[src/rtl/byte_serializer.sv]
// byte_serializer: parallel words out as an LSB-first bit stream with one write strobe per bit.
// Optional one-word holding register, enabled by defining BYTE_SERIALIZER_BUFFER_EN.
module byte_serializer #(
  parameter int DATA_WIDTH     = 8,
  parameter int WR_HIGH_CYCLES = 10,
  parameter int WR_LOW_CYCLES  = 10
) (
  input  logic                  clock,
  input  logic                  reset,
  input  logic [DATA_WIDTH-1:0] byte_in,
  input  logic                  byte_valid_in,
  output logic                  byte_ready_out,
  input  logic                  status_in,
  output logic                  data_out,
  output logic                  write_out,
  output logic                  busy_out
);
  localparam int BIT_W   = (DATA_WIDTH > 1) ? $clog2(DATA_WIDTH) : 1;
  localparam int MAX_CYC = (WR_HIGH_CYCLES > WR_LOW_CYCLES) ? WR_HIGH_CYCLES : WR_LOW_CYCLES;
  localparam int CNT_W   = (MAX_CYC > 1) ? $clog2(MAX_CYC) : 1;
  localparam logic [BIT_W-1:0] BIT_LAST = BIT_W'(DATA_WIDTH - 1);
  localparam logic [CNT_W-1:0] HI_LAST  = CNT_W'(WR_HIGH_CYCLES - 1);
  localparam logic [CNT_W-1:0] LO_LAST  = CNT_W'(WR_LOW_CYCLES - 1);

  typedef enum logic [2:0] {IDLE, WAIT_RDY, SETUP, STROBE_HI, STROBE_LO} state_e;

  state_e                state_q, state_d;
  logic [DATA_WIDTH-1:0] shift_q, shift_d;
  logic [BIT_W-1:0]      bit_cnt_q, bit_cnt_d;
  logic [CNT_W-1:0]      cyc_cnt_q, cyc_cnt_d;
  logic                  data_q, data_d;
  logic                  write_q, write_d;
  logic                  ready_q, ready_d;
  logic [1:0]            sync_q, sync_d;
  logic                  accept;
  logic                  word_done;
`ifdef BYTE_SERIALIZER_BUFFER_EN
  logic [DATA_WIDTH-1:0] hold_q, hold_d;
  logic                  hold_full_q, hold_full_d;
`endif

  assign accept         = byte_valid_in && ready_q;
  assign byte_ready_out = ready_q;
  assign data_out       = data_q;
  assign write_out      = write_q;
  assign busy_out       = (state_q != IDLE);

  always_comb begin
    // NOTE: every signal written here gets a default first, so no path can infer a latch.
    state_d   = state_q;
    shift_d   = shift_q;
    bit_cnt_d = bit_cnt_q;
    cyc_cnt_d = cyc_cnt_q;
    data_d    = data_q;
    write_d   = write_q;
    word_done = 1'b0;
    // status_in is asynchronous to clock; only sync_q[1] is used by the FSM.
    sync_d    = {sync_q[0], status_in};
`ifdef BYTE_SERIALIZER_BUFFER_EN
    hold_d      = hold_q;
    hold_full_d = hold_full_q;
`endif

    unique case (state_q)
      IDLE: begin
        if (accept) begin
          shift_d   = byte_in;
          bit_cnt_d = '0;
          state_d   = WAIT_RDY;
        end
      end
      WAIT_RDY: begin
        if (sync_q[1]) begin
          data_d  = shift_q[0];
          state_d = SETUP;
        end
      end
      SETUP: begin
        write_d   = 1'b1;
        cyc_cnt_d = '0;
        state_d   = STROBE_HI;
      end
      STROBE_HI: begin
        if (cyc_cnt_q == HI_LAST) begin
          write_d   = 1'b0;
          cyc_cnt_d = '0;
          shift_d   = shift_q >> 1;
          // The last bit stays on data_out until the next word's setup.
          if (bit_cnt_q != BIT_LAST) data_d = shift_d[0];
          state_d   = STROBE_LO;
        end else begin
          cyc_cnt_d = cyc_cnt_q + 1'b1;
        end
      end
      STROBE_LO: begin
        if (cyc_cnt_q == LO_LAST) begin
          cyc_cnt_d = '0;
          if (bit_cnt_q == BIT_LAST) begin
            word_done = 1'b1;
          end else begin
            bit_cnt_d = bit_cnt_q + 1'b1;
            write_d   = 1'b1;
            state_d   = STROBE_HI;
          end
        end else begin
          cyc_cnt_d = cyc_cnt_q + 1'b1;
        end
      end
      default: state_d = IDLE;
    endcase

`ifdef BYTE_SERIALIZER_BUFFER_EN
    if (word_done) begin
      if (hold_full_q) begin
        shift_d     = hold_q;
        bit_cnt_d   = '0;
        hold_full_d = 1'b0;
        state_d     = WAIT_RDY;
      end else begin
        state_d = IDLE;
      end
    end
    // Outside IDLE an accepted word parks in the holding register.
    if (accept && (state_q != IDLE)) begin
      hold_d      = byte_in;
      hold_full_d = 1'b1;
    end
    ready_d = !hold_full_d;
`else
    if (word_done) state_d = IDLE;
    ready_d = (state_d == IDLE);
`endif
  end

  // NOTE: state registers use non-blocking assignments so every flop samples pre-edge values.
  always_ff @(posedge clock or negedge reset) begin
    if (!reset) begin
      state_q   <= IDLE;
      shift_q   <= '0;
      bit_cnt_q <= '0;
      cyc_cnt_q <= '0;
      data_q    <= 1'b0;
      write_q   <= 1'b0;
      ready_q   <= 1'b0;
      sync_q    <= '0;
    end else begin
      state_q   <= state_d;
      shift_q   <= shift_d;
      bit_cnt_q <= bit_cnt_d;
      cyc_cnt_q <= cyc_cnt_d;
      data_q    <= data_d;
      write_q   <= write_d;
      ready_q   <= ready_d;
      sync_q    <= sync_d;
    end
  end

`ifdef BYTE_SERIALIZER_BUFFER_EN
  always_ff @(posedge clock or negedge reset) begin
    if (!reset) begin
      hold_q      <= '0;
      hold_full_q <= 1'b0;
    end else begin
      hold_q      <= hold_d;
      hold_full_q <= hold_full_d;
    end
  end
`endif

endmodule

[config.mk]
export PLATFORM = sky130hd
export DESIGN_NAME = byte_serializer
export DESIGN_NICKNAME = d
export VERILOG_FILES = /design/src/rtl/byte_serializer.sv
export SDC_FILE = /design/constraint.sdc
export NUM_CORES = 1
export LEC_CHECK = 0
export CORE_UTILIZATION = 40
export CTS_BUF_LIST = sky130_fd_sc_hd__clkbuf_8
export DETAILED_ROUTE_END_ITERATION = 8
export GPL_ROUTABILITY_DRIVEN = 0
export HOLD_SLACK_MARGIN = 0.03
export PLACE_DENSITY = 0.74
export SYNTH_ARGS = -nofsm -noshare
export SYNTH_HDL_FRONTEND = slang
export SYNTH_SLANG_ARGS = --single-unit
export TNS_END_PERCENT = 30
[constraint.sdc]
create_clock -name clock -period 1.7 [get_ports clock]
set_clock_uncertainty 0.05 [all_clocks]
set_input_delay 0.255 -clock clock [delete_from_list [all_inputs] [get_ports clock]]
set_output_delay 0.255 -clock clock [all_outputs]
set_load 0.02 [all_outputs]
# Yosys cells after proc, flatten, opt, wreduce, memory -nomap -nowiden
# Cells that the tools add are included.
# word_totals
reg_bits	23
inputBits	12
elab_cells	64
# op_classes
n_addsub	2
eq_ne	13
n_mux	27
n_reduce_logical	14
# ops
cell	n
3-bit 2-to-1 mux	9
8-bit 2-to-1 mux	2
8-bit case mux with 2 select lines	1
3-bit case mux with 5 select lines	1
2-bit != test (second input constant)	6
4-bit AND reduction	3
1-bit 2-to-1 mux	9
4-bit case mux with 2 select lines	1
2-bit nonzero test	4
3-bit by 2-bit equality test with 1-bit output (second input constant)	2
3-bit equality test (second input constant)	2
3-bit zero test	2
3-bit case mux with 2 select lines	1
3-bit nonzero test	2
4-bit by 1-bit adder with 4-bit output (second input constant)	1
4-bit equality test (second input constant)	1
4-bit 2-to-1 mux	1
3-bit by 1-bit adder with 3-bit output (second input constant)	1
3-bit by 1-bit equality test with 1-bit output (second input constant)	1
3-bit != test (second input constant)	1
1-bit case mux with 3 select lines	1
3-bit AND reduction	1
1-bit case mux with 2 select lines	1
2-bit OR reduction	1
1-bit logical AND	1

# Longest topological paths before layout
# depth
word_depth	6
mapped_depth	6
mapped_depth_nobuf	6

# Worst setup path after synthesis
# No wires, ideal clock.
# synth_timing
path_type	register -> register
startpoint	register state_q[0]
endpoint	register bit_cnt_q[0]
setup_time_ps	120
t_arrival_ps	1458
t_required_ps	1530
path_slack_ps	72
path_stages_with_launch	7
path_buffers	2
period_less_slack_ps	1628
path_cell_list	dfrtp_1 -> buf_6 -> or3b_4 -> or3_1 -> buf_6 -> nand3_2 -> o21ai_2
# synth_via
elab_chain_cells	3
# synth_lines
element	line_no	rtl
start: declaration	27	state_e state_q, state_d;
start signal: assignment	147	state_q <= state_d;
3-bit equality test / 3-bit zero test (equally long branches)	64	unique case (state_q)
2-bit != test (no line) / 2-bit nonzero test (equally long branches)	--	
4-bit AND reduction (no line)	--	
end signal: assignment	149	bit_cnt_q <= bit_cnt_d;
end: declaration	29	logic [BIT_W-1:0] bit_cnt_q, bit_cnt_d;
# Parallel ways exist; a longest one is shown, timed or not.
# A chain may end at the register's enable or synchronous reset.

# Worst setup path in the final report
# layout_timing
startpoint	register state_q[0]
endpoint	register cyc_cnt_q[2]
# layout_via
elab_chain_cells	3
# layout_lines
element	line_no	rtl
3-bit equality test / 3-bit by 2-bit equality test with 1-bit output (equally long branches)	64	
2-bit OR reduction (no line)	--	
4-bit case mux with 2 select lines / 2-bit nonzero test (equally long branches)	--	
end signal: assignment	150	cyc_cnt_q <= cyc_cnt_d;
end: declaration	30	logic [CNT_W-1:0] cyc_cnt_q, cyc_cnt_d;
# Parallel ways exist; a longest one is shown, timed or not.

==> impl_metrics.ini <==
[outcome]
run_status = completed

[worst_setup_path]
cp_max_fo = 6
r2r_cells = 5
critical_path_class = reg -> reg
cp-end-kind = flip-flop
cp.required_ns = 1.84
worstSetupStartpointType = flip-flop
arrival_ns = 1.79

[sta]
tightest_slew_ns = 0.365
setup_violations = 0
relSlewSlack_pct = 75.7
setup_tns_ns = 0
min_period_ns = 1.65
fmaxAchievable_ghz = 0.606
hold_viol = 0
fin_crit_sh_pct = 97.1
rsz0062_at_grt = true
slew_viol_final = 0
fin_hold_ws_ns = 0.283

[clock_network]
tritoncts = done
htree_levels = 1
cts_setup_buffers = 0
path_clk_slew_ns = 0.08
clock_latency_ns = 0.27
cts.sinks = 23
numCtsBuffers = 3
cts.path.max_buffers = 2
cts_root_buffer = clkbuf_8

[placed_design]
hpwl_um = 1820
placed_cell_area_um2 = 1420
portBuffers = 15

[final_layout]
layout-drive-gt1-share_pct = 33.3
syn_to_final_growth_pct = 29.0
final_common_cell = dfrtp_1
fin_area_um2 = 1510
final_cell_mix = dfrtp_1 (23), clkdlybuf4s50_1 (14), buf_4 (13)
seq_area_um2 = 576
final_util_pct = 54.7
diodes = 0
finalNetCount = 153
n_fill_cell = 248
multi_input_area_um2 = 587

[floorplan]
die_h_um = 56.1
initial_core_util_pct = 42.4
rows = 19
dieArea_um2 = 3140
fp.dieW_um = 56.1
fp.coreArea_um2 = 2760
ios = 16

[synth]
yosys.area_share.simple_pct = 23.9
netlist_instances = 111
synth_compound_area_share_pct = 20.9
netlist_area_um2 = 1170
syn_area_per_cell_um2 = 10.5
synth_top_family_by_area = simple AND/OR/NAND/NOR gates
synth-xor-area-share_pct = 0
synthMuxAreaShare_pct = 0
yosysWarnings = 0
synth-seq-cells = 23
synth_nets = 125
synth_adder_area_share_pct = 2.14
seq_area_frac_synth_pct = 49.2
synth_cell_types = 33

[grt]
grt_usage_pct = 17.7
grt_pass1_wl_um = 4390
grt_max_degree = 24
overflow = 0
antenna_found_initial = 0
grt_pass1_vias = 938

[detailed_routing]
ant_nets = 0
post_drt_wl_per_cell_um = 15.0
first_pass_iters = 4
via_per_inst = 5.62
drc = 0
num_vias = 950
drt_iter0_drc = 32
totalWireLength_um = 2540

[flow_run]
drv_cap = 0

[pwr]
cellPowerDensity_nw_per_um2 = 1530
p_leak_nw = 0.625
p_total_mw = 2.30
peakVddDrop_mv = 1.34

[hold_path]
hold_path.class = in -> async
[cell families (layout without fill, tap and decap cells)]
family	Yosys count	in the layout
buffers and inverters	8	35
DFF	23	23
and+or+nand+nor	45	45
AOI/OAI and AO/OA	33	33
adders and majority gates	2	2
[critical path, cell delays in order (launching register included)]
cell      delay [ns]
dfrtp_1         0.47
or3b_4          0.44
buf_4           0.16
nand2_1         0.13
a31oi_1         0.12
a211oi_2        0.20
[layer usage]
layer | vias to the layer above | GRT usage, % | routed length (µm)
met5 | - | 0 | 0
met4 | 0 | 3.83 | 14
met3 | 2 | 4.42 | 66
met2 | 16 | 29.9 | 1330
met1 | 469 | 23.0 | 1130
li1 | 463 | - | -
[cell type report]
class | instances | share of cell area, %
Multi-Input combinational cell | 80 | 38.9
Inverter | 3 | 0.746
Clock inverter | 1 | 0.498
Tap cell | 31 | 2.57
Timing Repair Buffer | 28 | 16.4
Sequential cell | 23 | 38.1
Clock buffer | 3 | 2.74
[flip-flops by register name, summed over array words and instances, names as in the netlist]
register and cells:
shift_q 8, write_out 1, cyc_cnt_q 4, bit_cnt_q 3
byte_ready_out 1, sync_q 2, data_out 1, state_q 3
[metrics by stage]
step / worst slack, ns / std cells
floorplan: 0.0723 / 111
global placement: -0.000939 / 165
detailed placement: -0.0311 / 165
CTS: -0.00396 / 169
global route: -0.0241 / 169
finish: 0.0495 / 169
[power by group]
part / total, mW / switching [mW] / internal (mW) / leakage [nW]
combinational: 1.03 / 0.486 / 0.544 / 0.341
sequential: 0.926 / 0.172 / 0.754 / 0.263
clock: 0.348 / 0.182 / 0.166 / 0.0217
[final timing paths]
kind                                 startpoint                  endpoint  slack [ns]
setup / recovery           state_q[0]$_DFF_PN0_  cyc_cnt_q[2]$_DFFE_PN0P_        0.05
hold / removal                            reset     write_out$_DFFE_PN0P_        0.28
setup reg to reg           state_q[0]$_DFF_PN0_  cyc_cnt_q[2]$_DFFE_PN0P_        0.05
hold reg to reg             sync_q[0]$_DFF_PN0_       sync_q[1]$_DFF_PN0_        0.31
max in group asynchronous                 reset  bit_cnt_q[1]$_DFFE_PN0P_        1.08
min in group clock          sync_q[0]$_DFF_PN0_       sync_q[1]$_DFF_PN0_        0.31
[synth_stat cells (all sizes together)]
| library cell | n | area share, % |
|---|---|---|
| nor2 | 7 | 2.2 |
| inv | 3 | 0.96 |
| or2 | 7 | 3.7 |
| clkbuf | 2 | 0.64 |
| a211oi | 1 | 0.64 |
| or3b | 1 | 0.96 |
| o221a | 7 | 6.7 |
| a31oi | 4 | 2.1 |
| o21bai | 2 | 1.3 |
| a21oi | 4 | 1.7 |
| a22oi | 2 | 1.3 |
| o21ai | 11 | 5.7 |
| and2b | 1 | 0.64 |
| and4bb | 1 | 1.1 |
| nand2 | 6 | 1.9 |
| dfrtp | 23 | 49 |
| or3 | 2 | 1.1 |
| nor2b | 4 | 2.1 |
| nand3b | 1 | 0.64 |
| nand4bb | 1 | 1.4 |
| nor3 | 2 | 0.86 |
| nand2b | 4 | 2.1 |
| nand4 | 1 | 0.54 |
| nand3 | 5 | 3.4 |
| buf | 3 | 2.4 |
| ha | 2 | 2.1 |
| a221oi | 1 | 0.75 |
| o211ai | 1 | 0.64 |
| and3 | 2 | 1.1 |
[what timing repair did]
action                     in CTS  in global routing
setup endpoints to repair       4                 12
resized for setup               3                  6
pin swaps                       0                  1
hold buffers                    0                  0
hold endpoints to repair        0                  0
Power figures use the tool's default switching activity.
